--- src/rtl/chacha20_keystream_xor.sv ---
// chacha20_keystream_xor
// Buffers serialised ChaCha20 keystream words in a FIFO, requests one block at a
// time from the block function, and XORs each keystream word with one incoming
// data word under valid/ready. Keystream words that turn up while no block is
// outstanding, or while the FIFO cannot take them, are dropped and flagged.
module chacha20_keystream_xor #(
  parameter int WORD_W      = 32,
  parameter int DEPTH       = 32,
  parameter int BLOCK_WORDS = 16
) (
  input  logic                  clk,
  input  logic                  rst,
  input  logic                  start,
  output logic                  blk_req,
  input  logic [WORD_W-1:0]     ks_data,
  input  logic                  ks_valid,
  output logic                  ks_ready,
  input  logic [WORD_W-1:0]     in_data,
  input  logic [WORD_W/8-1:0]   in_keep,
  input  logic                  in_last,
  input  logic                  in_valid,
  output logic                  in_ready,
  output logic [WORD_W-1:0]     out_data,
  output logic [WORD_W/8-1:0]   out_keep,
  output logic                  out_last,
  output logic                  out_valid,
  input  logic                  out_ready,
  output logic                  ks_err,
  output logic                  busy
);
  localparam int KW = WORD_W / 8;
  localparam int AW = $clog2(DEPTH);
  localparam int CW = (BLOCK_WORDS > 1) ? $clog2(BLOCK_WORDS) : 1;

  typedef enum logic [1:0] {
    S_IDLE  = 2'd0,
    S_RUN   = 2'd1,
    S_DRAIN = 2'd2
  } state_t;

  state_t            r_state;
  state_t            w_state_nxt;
  logic [WORD_W-1:0] r_mem [DEPTH];
  logic [AW:0]       r_wr_ptr;
  logic [AW:0]       r_rd_ptr;
  logic [AW:0]       w_count;
  logic [AW:0]       w_count_nxt;
  logic [AW:0]       w_free;
  logic              w_full;
  logic              w_empty;
  logic              r_outstanding;
  logic [CW-1:0]     r_ks_cnt;
  logic              r_blk_req;
  logic              r_ks_ready;
  logic              w_ks_ready_nxt;
  logic              r_ks_err;
  logic [WORD_W-1:0] r_out_data;
  logic [KW-1:0]     r_out_keep;
  logic              r_out_last;
  logic              r_out_valid;
  logic              w_ks_fire;
  logic              w_ks_bad;
  logic              w_push;
  logic              w_pop;
  logic              w_req;
  logic              w_wrap;
  logic              w_drain_done;

  // Expand per-byte enables into a word-wide mask
  function automatic logic [WORD_W-1:0] keep_to_mask(input logic [KW-1:0] keep);
    logic [WORD_W-1:0] mask;
    mask = '0;
    for (int i = 0; i < KW; i++) begin
      mask[i*8 +: 8] = {8{keep[i]}};
    end
    return mask;
  endfunction

  assign w_count      = r_wr_ptr - r_rd_ptr;
  assign w_full       = (w_count == (AW+1)'(DEPTH));
  assign w_empty      = (w_count == '0);
  assign w_free       = (AW+1)'(DEPTH) - w_count;
  // A keystream word is only taken when a block is pending and we said ready
  assign w_ks_fire    = ks_valid & r_ks_ready & r_outstanding;
  assign w_ks_bad     = ks_valid & (~r_ks_ready | ~r_outstanding);
  assign w_push       = w_ks_fire & (r_state == S_RUN) & ~w_full;
  assign w_wrap       = w_ks_fire & (r_ks_cnt == CW'(BLOCK_WORDS - 1));
  assign w_req        = (r_state == S_RUN) & ~r_outstanding & (w_free >= (AW+1)'(BLOCK_WORDS));
  assign w_drain_done = (r_state == S_DRAIN) & ~r_outstanding;
  assign in_ready     = (r_state == S_RUN) & ~w_empty & (~r_out_valid | out_ready);
  assign w_pop        = in_valid & in_ready;
  assign w_count_nxt  = w_drain_done ? '0 : (w_count + (AW+1)'(w_push) - (AW+1)'(w_pop));

  assign blk_req   = r_blk_req;
  assign ks_ready  = r_ks_ready;
  assign ks_err    = r_ks_err;
  assign out_data  = r_out_data;
  assign out_keep  = r_out_keep;
  assign out_last  = r_out_last;
  assign out_valid = r_out_valid;
  assign busy      = (r_state != S_IDLE);

  // Next-state logic for the message FSM
  always_comb begin
    w_state_nxt = r_state;
    case (r_state)
      S_IDLE:  if (start) w_state_nxt = S_RUN; else w_state_nxt = S_IDLE;
      S_RUN:   if (w_pop && in_last) w_state_nxt = S_DRAIN; else w_state_nxt = S_RUN;
      S_DRAIN: if (!r_outstanding) w_state_nxt = S_IDLE; else w_state_nxt = S_DRAIN;
      default: w_state_nxt = S_IDLE;
    endcase
  end

  // ks_ready is registered, so precompute what it must be next cycle
  always_comb begin
    w_ks_ready_nxt = 1'b0;
    case (w_state_nxt)
      S_RUN:   w_ks_ready_nxt = (w_count_nxt != (AW+1)'(DEPTH));
      S_DRAIN: w_ks_ready_nxt = 1'b1;
      S_IDLE:  w_ks_ready_nxt = 1'b1;
      default: w_ks_ready_nxt = 1'b0;
    endcase
  end

  // FSM state register
  always_ff @(posedge clk or negedge rst) begin
    if (!rst) r_state <= S_IDLE;
    else      r_state <= w_state_nxt;
  end

  // FIFO pointers; emptied wholesale when a drained message returns to idle
  always_ff @(posedge clk or negedge rst) begin
    if (!rst) begin
      r_wr_ptr <= '0;
      r_rd_ptr <= '0;
    end else if (w_drain_done) begin
      r_wr_ptr <= '0;
      r_rd_ptr <= '0;
    end else begin
      r_wr_ptr <= r_wr_ptr + (AW+1)'(w_push);
      r_rd_ptr <= r_rd_ptr + (AW+1)'(w_pop);
    end
  end

  // FIFO storage; contents are meaningless while the pointers say empty
  always_ff @(posedge clk) begin
    if (w_push) r_mem[r_wr_ptr[AW-1:0]] <= ks_data;
  end

  // Block request handshake, keystream word counter, ready and error flags
  always_ff @(posedge clk or negedge rst) begin
    if (!rst) begin
      r_outstanding <= 1'b0;
      r_ks_cnt      <= '0;
      r_blk_req     <= 1'b0;
      r_ks_ready    <= 1'b0;
      r_ks_err      <= 1'b0;
    end else begin
      r_blk_req  <= w_req;
      r_ks_ready <= w_ks_ready_nxt;
      if (w_ks_bad) r_ks_err <= 1'b1;
      if (w_req) begin
        r_outstanding <= 1'b1;
      end else if (w_wrap) begin
        r_outstanding <= 1'b0;
      end
      if (w_wrap) begin
        r_ks_cnt <= '0;
      end else if (w_ks_fire) begin
        r_ks_cnt <= r_ks_cnt + CW'(1);
      end
    end
  end

  // Output stage: capture the masked XOR on transfer, hold until accepted
  always_ff @(posedge clk or negedge rst) begin
    if (!rst) begin
      r_out_data  <= '0;
      r_out_keep  <= '0;
      r_out_last  <= 1'b0;
      r_out_valid <= 1'b0;
    end else if (w_pop) begin
      r_out_data  <= (in_data ^ r_mem[r_rd_ptr[AW-1:0]]) & keep_to_mask(in_keep);
      r_out_keep  <= in_keep;
      r_out_last  <= in_last;
      r_out_valid <= 1'b1;
    end else if (out_ready) begin
      r_out_valid <= 1'b0;
    end
  end

endmodule
--- config.mk ---
export PLATFORM = sky130hd
export DESIGN_NAME = chacha20_keystream_xor
export DESIGN_NICKNAME = d
export VERILOG_FILES = /design/src/rtl/chacha20_keystream_xor.sv
export SDC_FILE = /design/constraint.sdc
export NUM_CORES = 1
export LEC_CHECK = 0
export ABC_CLOCK_PERIOD_IN_PS = 13800
export CORE_MARGIN = 2
export CORE_UTILIZATION = 39
export CTS_BUF_LIST = sky130_fd_sc_hd__clkbuf_8
export DETAILED_ROUTE_END_ITERATION = 6
export HOLD_SLACK_MARGIN = 0.02
export PLACE_DENSITY_LB_ADDON = 0.2
export SYNTH_ARGS = -nofsm -noshare
export SYNTH_HDL_FRONTEND = slang
export SYNTH_SLANG_ARGS = --single-unit
--- constraint.sdc ---
create_clock -name clk -period 13.8 [get_ports clk]
set_input_delay 2.76 -clock clk [delete_from_list [all_inputs] [get_ports clk]]
set_output_delay 2.76 -clock clk [all_outputs]
set_load 0.05 [all_outputs]
# [Word level (Yosys, flattened, before mapping)]
# Memory sizes are Yosys's and may differ from the RTL's.
# Index checks and enable logic that the tools add are counted.
# W data, S select, Z words.
[totals] memories=1 mem_bits_rw=1024 input_bits=75 wordCells=74 ff_bits=60 output_inout_bits=43
[memory_table] name="r_mem" words=32 width=32 read_ports=1 rd_ports_with_merged_regs=0 write_ports=1 line_no="43" rtl="logic [WORD_W-1:0] r_mem [DEPTH];"
[classes] n_eq_ne=7 reduce_logical=9 bitwise=21 n_lt_le_gt_ge=1 mux=16 add_sub_neg=7
[op_table] op="$and A32 B32 Y32" count=1
[op_table] op="$xor A32 B32 Y32" count=1
[op_table] op="$add A6 B1 Y6" count=3
[op_table] op="$mux W6" count=3
[op_table] op="$and A1 B1 Y1" count=12
[op_table] op="$mux W4" count=2
[op_table] op="$reduce_bool A2 Y1" count=4
[op_table] op="$mux W1" count=7
[op_table] op="$eq A6 B6 Y1 const B" count=1
[op_table] op="$ge A6 B5 Y1 const B" count=1
[op_table] op="$logic_not A6 Y1" count=1
[op_table] op="$ne A6 B6 Y1 const B" count=1
[op_table] op="$pmux W2 S3" count=1
[op_table] op="$sub A6 B1 Y6" count=1
[op_table] op="$sub A6 B6 Y6" count=1
[op_table] op="$sub A6 B6 Y6 const A" count=1
[op_table] op="$not A1 Y1" count=5
[op_table] op="$add A4 B1 Y4 const B" count=1
[op_table] op="$eq A2 B1 Y1 const B" count=2
[op_table] op="$eq A2 B2 Y1 const B" count=2
[op_table] op="$eq A4 B4 Y1 const B" count=1
[op_table] op="$logic_not A2 Y1" count=2
[op_table] op="$mux W2" count=2
[op_table] op="$or A1 B1 Y1" count=2
[op_table] op="3 further kinds" count=3

# [Longest topological paths before layout]
[depth] ltp_word=12 depth_mapped=26 mapped_depth_nobuf=21

# [Least setup slack after synthesis]
# Ideal clock, no wire load.
[synth_timing] kind="input -> output" from="input port out_ready" to="output port in_ready" arrival_time_ps=3680 path_stages=3 slack_ps=7360 n_path_buf=1 t_required_ps=11040 cell_sequence="nand2b_1 > clkbuf_1 > and3_1"
[synth_via] elab_chain_len=2
[synth_lines] item="from (decl)" line_no="27" rtl="input logic out_ready,"
[synth_lines] item="$or A1 B1 Y1" line_no="90" rtl="assign in_ready = (r_state == S_RUN) & ~w_empty & (~r_out_valid | out_ready);"
[synth_lines] item="$and A1 B1 Y1" line_no="90"
[synth_lines] item="to (decl)" line_no="22" rtl="output logic in_ready,"
# No other way between the ends.

# [Worst setup path after layout]
[layout_timing] from="register r_rd_ptr[1]" to="output port in_ready"
[layout_via] elab_chain_len=5
[layout_lines] item="from (decl)" line_no="45" rtl="logic [AW:0] r_rd_ptr;"
[layout_lines] item="from (signal assigned)" line_no="141" rtl="r_rd_ptr <= r_rd_ptr + (AW+1)'(w_pop);"
[layout_lines] item="$sub A6 B6 Y6" line_no="79" rtl="assign w_count = r_wr_ptr - r_rd_ptr;"
[layout_lines] item="$logic_not A6 Y1" line_no="81" rtl="assign w_empty = (w_count == '0);"
[layout_lines] item="$not A1 Y1" line_no="90"
[layout_lines] item="$and A1 B1 Y1 (2 in a row)" line_no="90"
# No other way between the ends.

==> flow_summary.ini <==
[status]
outcome = completed

[setup_path]
crit_path_end_kind = primary output
regToRegEndpoint = ks_ready
cpMaxStageDelayCell = clkdlybuf4s50_1
required_ns = 11.04
reg2regPathDepth = 21
r2r_setup_slack_ns = 7.98
cp_cell_sequence = inv_4 -> ha_1 -> nor2b_1 -> o31a_1 -> o41ai_1 -> or2_2 -> inv_1 -> ha_1 -> nand4b_1 -> and3_1 -> clkdlybuf4s50_1
cp-start-kind = flop
worstPathMaxFanout = 32
regToRegStartpoint = r_rd_ptr[1]
cp.arrival_ns = 5.32
path_delay_family = buffers and inverters
cp.buffers_inverters = 3
cp.depth = 11
crit_path_frequent_cell = ha_1
cpPeakStageDelay_ns = 0.84
setup.worst_path.class = reg -> out

[detailed_routing]
vias_per_cell = 5.612
wl_per_cell_um = 27.48
drtAntennaViolNets = 0
drc = 0
drtPass1Iterations = 5
via_count = 24076
drtIter0Drc = 2048
routed_wl_mm = 117.9

[clocking]
postCtsHoldBufs = 0
cts.sinks = 1084
cts_inserted_buffers = 175
clock_path_buffers = 3
clk_latency_ns = 0.84
cts_tree = built
cts_setup_buffers = 0
cts-root-buf = clkbuf_8
htreeDepth = 4
path_clk_slew_ns = 0.06
ctsResizeCount = 0

[synthesis]
synthAdderAreaFrac_pct = 0.6806
synth.distinct_cells = 59
syn-num-nets = 2519
synthSimpleGateAreaFrac_pct = 4.798
synth_seq_cells = 1084
avgSynthCellArea_um2 = 18.38
synth.area.mux_share_pct = 14.21
synth_edf_count = 1024
netlist_instances = 2421
synth_compound_area_share_pct = 5.529
async_flop_share_pct = 5.535
synth_top_family_by_area = multiplexers
synth_warnings = 0
yosysSeqAreaShare_pct = 72.49
synth_xor_area_share_pct = 0.3262
ys.flop_type = edfxtp_1
syn_area_um2 = 44490

[layout]
utilization_pct = 45.10
final_layout_size_suffix_gt1_share_pct = 21.05
fin_nets = 2743
num-fill-cells = 9597
layout_common_cells = 1024 x edfxtp_1, 194 x mux2i_1, 187 x clkbuf_8
area.growth.synth_to_final_pct = 14.35
final_common_cell = edfxtp_1

[power]
switchingPower_mw = 3.485
leakage_nw = 16.77
swShare_pct = 34.98
power_density_nw_per_um2 = 195.8
p_seq_share_pct = 39.9
power_frac_comb_pct = 34.3
ir_worst_vdd_mv = 0.1617
p_int_mw = 6.476
clockPowerShare_pct = 25.8
p_total_mw = 9.961

[floorplan]
dieWidth_um = 341.8
die_y_um = 341.8
die_area_um2 = 116800
fp-row-count = 123
start_util_pct = 39.44
coreArea_um2 = 112800
num_io_pins = 118

[sta]
whs_ns = 0.4706
period_needed_ns = 8.085
setup-tns-final_ns = 0
slew_headroom_pct = 10.43
finalSetupViolations = 0
finClkSkew_ns = 0.04564
rsz0062_at_grt = no
max_freq_ghz = 0.1237
worst_slew_pin_slew_ns = 1.339
drv_slew = 0
hold_viol_final = 0
min_period_over_period_pct = 58.58

[hold_path]
hold_class = reg -> reg
hold_end = ks_err
hp-start = ks_err
whs_path_depth = 1

[global_route]
overflow = 0
grt_pass1_vias = 24683
grt_max_degree = 118
grt_pass1_wl_mm = 169.7
grt_use_total_pct = 20.10
antenna_found_initial = 3

[placed_design]
io_buffers = 117
place_hpwl_mm = 70.76
routabilityCongestion = 0.8098

[job]
maxCapViolCount = 0
-- flip-flops by register name (all words and copies together) (netlist names) --
register       count
r_mem           1024
out_data          32
r_rd_ptr           6
r_wr_ptr           6
out_keep           4
r_ks_cnt           4
r_state            2
blk_req            1
ks_err             1
ks_ready           1
out_last           1
out_valid          1
r_outstanding      1
-- logic make-up after synthesis --
family,Yosys count
and+or+nand+nor,357
AOI/OAI and AO/OA,337
adders and majority gates,23
muxes,441
buffers and inverters,164
xor gates and xnor gates,15
DFF,1084
-- final cells by class --
type / count / area (um2) / share of cell area (%)
inverter: 17 / 66.31 / 0.1304
clock buffer: 187 / 2574 / 5.059
tap: 1500 / 1877 / 3.689
clock inverter: 133 / 685.7 / 1.348
multi-input combinational: 1173 / 11630 / 22.87
antenna: 2 / 5.005 / 0.009838
sequential: 1084 / 32260 / 63.41
timing repair buffer: 194 / 1772 / 3.483
-- through the flow --
step                      cell area, um2  setup slack (ns)  instances
final                              50870             5.715       4290
after global routing               50870             5.361       4289
after CTS                          50870             5.614       4288
after detailed placement           47610             6.261       3968
after global placement             47610             6.290       3968
after floorplan                    44490             7.360       2421
-- worst max path at each step --
| stage | endpoint | slack (ns) | start |
|---|---|---|---|
| after global placement | in_ready | 6.29 | out_ready |
| after floorplan | in_ready | 7.36 | out_ready |
| after CTS | in_ready | 5.61 | r_rd_ptr[1] |
| final | in_ready | 5.72 | r_rd_ptr[1] |
| after detailed placement | in_ready | 6.26 | out_ready |
| after global routing | in_ready | 5.36 | r_rd_ptr[1] |
-- power groups by stage --
stage	Sequential [mW]	Clock (mW)	Combinational [mW]
after floorplan	4.13	0	2.24
after global placement	4.03	0	3.40
after detailed placement	4.04	0	3.43
after CTS	3.97	2.65	3.44
after global routing	4.00	2.79	3.64
final	3.97	2.57	3.42
-- Yosys cell counts (3+ instances only) --
master        n  area share (%)
a2111oi_0    46            0.91
a211oi_1      8            0.13
a21boi_0     32            0.54
a21o_1        3           0.051
a21oi_1      64            0.72
a221o_1      21            0.47
a221oi_1     21            0.41
a22oi_1     104             1.8
and2_1        8            0.11
and3_1        4           0.056
and3b_1      28            0.55
and4b_1       4           0.090
buf_1         8           0.067
buf_2        20            0.22
buf_4        15            0.25
buf_6        17            0.43
buf_8         3            0.10
clkbuf_1     83            0.70
dfrtp_1      60             3.4
edfxtp_1   1024              69
ha_1         21            0.59
inv_1        15            0.13
mux2_2      105             2.7
mux2i_1     194             4.4
mux4_2      142             7.2
nand2_1      36            0.30
nand2b_1      4           0.056
nand3_1      11            0.12
nand3b_1      4           0.067
nand4_1      12            0.17
nand4b_1      4           0.079
nor2_1       56            0.47
nor2b_1      12            0.17
nor3_1       73            0.82
nor3b_1      66             1.1
nor4_1       14            0.20
nor4bb_1      4           0.090
o21ai_0      10            0.11
o22ai_1      21            0.30
or2_2         3           0.042
or3_1         4           0.056
or4bb_1       4            0.10
xnor2_1      10            0.20
xor2_1        4           0.079
-- worst register-to-register path: stages, from the launching register on --
cell	delay [ns]
dfrtp_1	0.56
inv_4	0.55
ha_1	0.35
nor2b_1	0.13
o31a_1	0.27
o41ai_1	0.59
or2_2	0.23
inv_1	0.04
ha_1	0.19
nand4b_1	0.41
and3_1	0.32
nand2_2	0.08
inv_1	0.19
ha_1	0.26
inv_1	0.07
ha_1	0.16
inv_1	0.06
fa_1	0.44
xnor2_1	0.18
nand4b_1	0.11
a2111oi_0	0.38
o21ai_0	0.13
-- routing by layer --
metal | part of all wire, % | track usage [%] | wire length, um | vias up
met5 | 0 | 0 | 0 | -
met2 | 49 | 32.69 | 57300 | 806
li1 | - | - | - | 10460
met1 | 43 | 27.37 | 50810 | 12653
met4 | 2.2 | 6.167 | 2588 | 0
met3 | 6.1 | 3.917 | 7203 | 157
No activity file was read; power rests on OpenSTA's default activity.
==> patch: new RTL, same settings <==
Encoding of `state_t`: now one-hot (3 bits for 3 states).
--- a/src/rtl/chacha20_keystream_xor.sv
+++ b/src/rtl/chacha20_keystream_xor.sv
@@ -33,8 +33,8 @@
   localparam int CW = (BLOCK_WORDS > 1) ? $clog2(BLOCK_WORDS) : 1;
 
-  typedef enum logic [1:0] {
-    S_IDLE  = 2'd0,
-    S_RUN   = 2'd1,
-    S_DRAIN = 2'd2
+  typedef enum logic [2:0] {
+    S_IDLE  = 3'b001,
+    S_RUN   = 3'b010,
+    S_DRAIN = 3'b100
   } state_t;
 
Behaviour: no difference found for any inputs over 4 cycles, from zero or initial values and one cycle with rst low; so few cycles prove little.
==> patch against the original RTL <==
Routed wire length is 3.0% lower; final area is 2.0% lower; area after synthesis is 2.8% lower; via count is 8.0% lower; total power is 7.2% lower; critical path type unchanged; sequential cell count is 1 higher; clock skew is 3.7 ps lower; non-clock buffer count is 22 lower; setup slack worse by 2.8 ps; global-route usage is 0.27 points higher.
==> patch: results (changes against the original RTL) <==
Post-layout nets=2,417 (-12%); initial antenna violation count=5 (+2); vias in the first global route=22,800 (-7.5%); critical path's top delay family=buffers and inverters; min-delay worst type=reg -> reg; Post-synth EDFFs=1,024 (unchanged); gpl congestion=0.811 (+0.20%); WL/cell=28.9 µm (+5.2%); CTS Buf Count=181 (+3.4%); drt pass-1 iters=7 (+2); # H-tree levels=4 (unchanged); worst hold path stage count=1 (unchanged); largest net degree at the start of global routing=128 (+8.5%); Congestion Overflow GR=0 (unchanged); first-pass GRT wire length=164 mm (-3.2%); clk buf depth=3 (unchanged); FF-to-FF End=r_mem[3][8]; most area-consuming cells after synthesis=edfxtp_1, mux4_2, dfrtp_1, nand2_1, mux2i_1; clk_skew=41.9 ps (-3.73 ps); Reg clk slew, reported paths=60 ps (about the same); PostCTS Resize Cnt=0 (unchanged); Post-synth ARST share=5.62% (+0.087 points); synth warn=0 (unchanged); # Post-CTS Setup Buffers=0 (unchanged); status=completed; crit path max-delay cell type=dfrtp_4; # fillers=9,322 (-2.9%); share of cells above drive strength 1=26.1% (+5.0 points); Worst-Skew Late Latency=around 830 ps; most instantiated cells after synthesis=edfxtp_1, mux4_2, nand2_1; WP data arrival=5330 ps (about the same); Worst R2R Setup Slack=7510 ps (-470 ps); synth unique cells=59 (unchanged); post-DP HPWL=63.6 mm (-10%); worst-path maximum fanout=47 (+47%); Iter 0 DRT Violations=2,055 (+0.34%); area leader, netlist=edfxtp_1; Max-slew headroom=14.2% (+3.7 points); register area share after synthesis=74.6% (+2.1 points); DR vias=22,100 (-8.0%); Reg2Reg Depth=14 (-33%); Root Driver=clkbuf_8; maximum vdd drop=0.000119 V (-26%); leakage power=0.0160 µW (-4.8%); Crit Reg-Reg Startpoint=r_rd_ptr[1]; Worst path max stage delay=920 ps (+80 ps); Total GRT Usage=20.4% (+0.27 points); max reg flops=1,024 (unchanged); # port buffers=117 (unchanged); syn_nets=2,173 (-14%); Hold EP=ks_err; hold_ws=458 ps (-12.2 ps); worst hold start=ks_err
-- patch: cell types whose count changed in the layout (fill, tap and decap cells not counted), moves of 22 or more --
cell       change
a21oi_1       -29
a22oi_1       -98
mux2_2        -91
mux2i_1      -165
a2111oi_0     -46
a21boi_0      -30
nand2_1       +47
and3b_1       -28
mux4_2       +153
o21ai_0       +26
nor3_1        -57
buf_4         -22
nor3b_1       -64
-- patch: power breakdown --
group	internal [µW]	leakage (µW)	switching, µW	total, µW
registers	3680	0.00997	125	3810
clock network	1410	0.00196	1300	2710
logic	1220	0.00404	1510	2730
total	6310	0.0160	2930	9240
-- patch: how the worst max path moves through the flow --
| stage | start | slack (ps) | depth (start not counted) | endpoint |
|---|---|---|---|---|
| floorplan | out_ready | 7670 | 2 | in_ready |
| global placement | r_rd_ptr[1] | 6600 | 9 | in_ready |
| detailed placement | r_rd_ptr[1] | 6550 | 9 | in_ready |
| CTS | r_rd_ptr[1] | 5630 | 9 | in_ready |
| global route | r_rd_ptr[1] | 5470 | 9 | in_ready |
| finish | r_rd_ptr[1] | 5710 | 9 | in_ready |
-- patch: cells by family after synthesis --
family	Yosys count	synth area share, %
XOR/XNOR	32	0.648
AND/OR/NAND/NOR	251	2.77
flip-flops	1085	74.6
AO/OA/AOI/OAI	203	3.23
adder cells (fa/ha/maj)	23	0.700
buffers and inverters	143	1.66
multiplexers	338	16.4
-- patch: stage by stage --
step	area (µm²)	total power (µW)	instances	setup slack (ps)
6_report	49900	9240	3957	5710
5_1_grt	49900	9660	3957	5470
4_1_cts	49800	9360	3956	5630
3_5_place_dp	46400	6630	3624	6550
3_3_place_gp	46400	6600	3624	6600
2_1_floorplan	43300	5820	2075	7670
-- patch: worst reg2reg max path, delay by kind of cell, from the launching register on --
family / cells / cell delay, ps
AO/OA/AOI/OAI: 2 / 340
adder cells (fa/ha/maj): 2 / 700
buffers and inverters: 4 / 1500
flip-flops: 1 / 920
AND/OR/NAND/NOR: 6 / 2440
-- patch: area by class of cell --
cell class	count	area (µm²)	area share (%)
multi-input combinational	847	10500	21.1
sequential	1085	32300	64.8
clock buffer	189	2600	5.22
antenna	1	2.50	0.00502
tap	1488	1860	3.73
clock inverter	143	851	1.71
inverter	32	123	0.246
timing repair buffer	172	1610	3.22
-- patch: per-layer routing --
layer	track usage, %	vias to the layer above	part of all wire, %
li1	-	9210	-
met1	29.1	11900	44
met2	32.0	911	47
met3	4.01	174	7.0
met4	5.78	0	2.0
met5	0	-	0
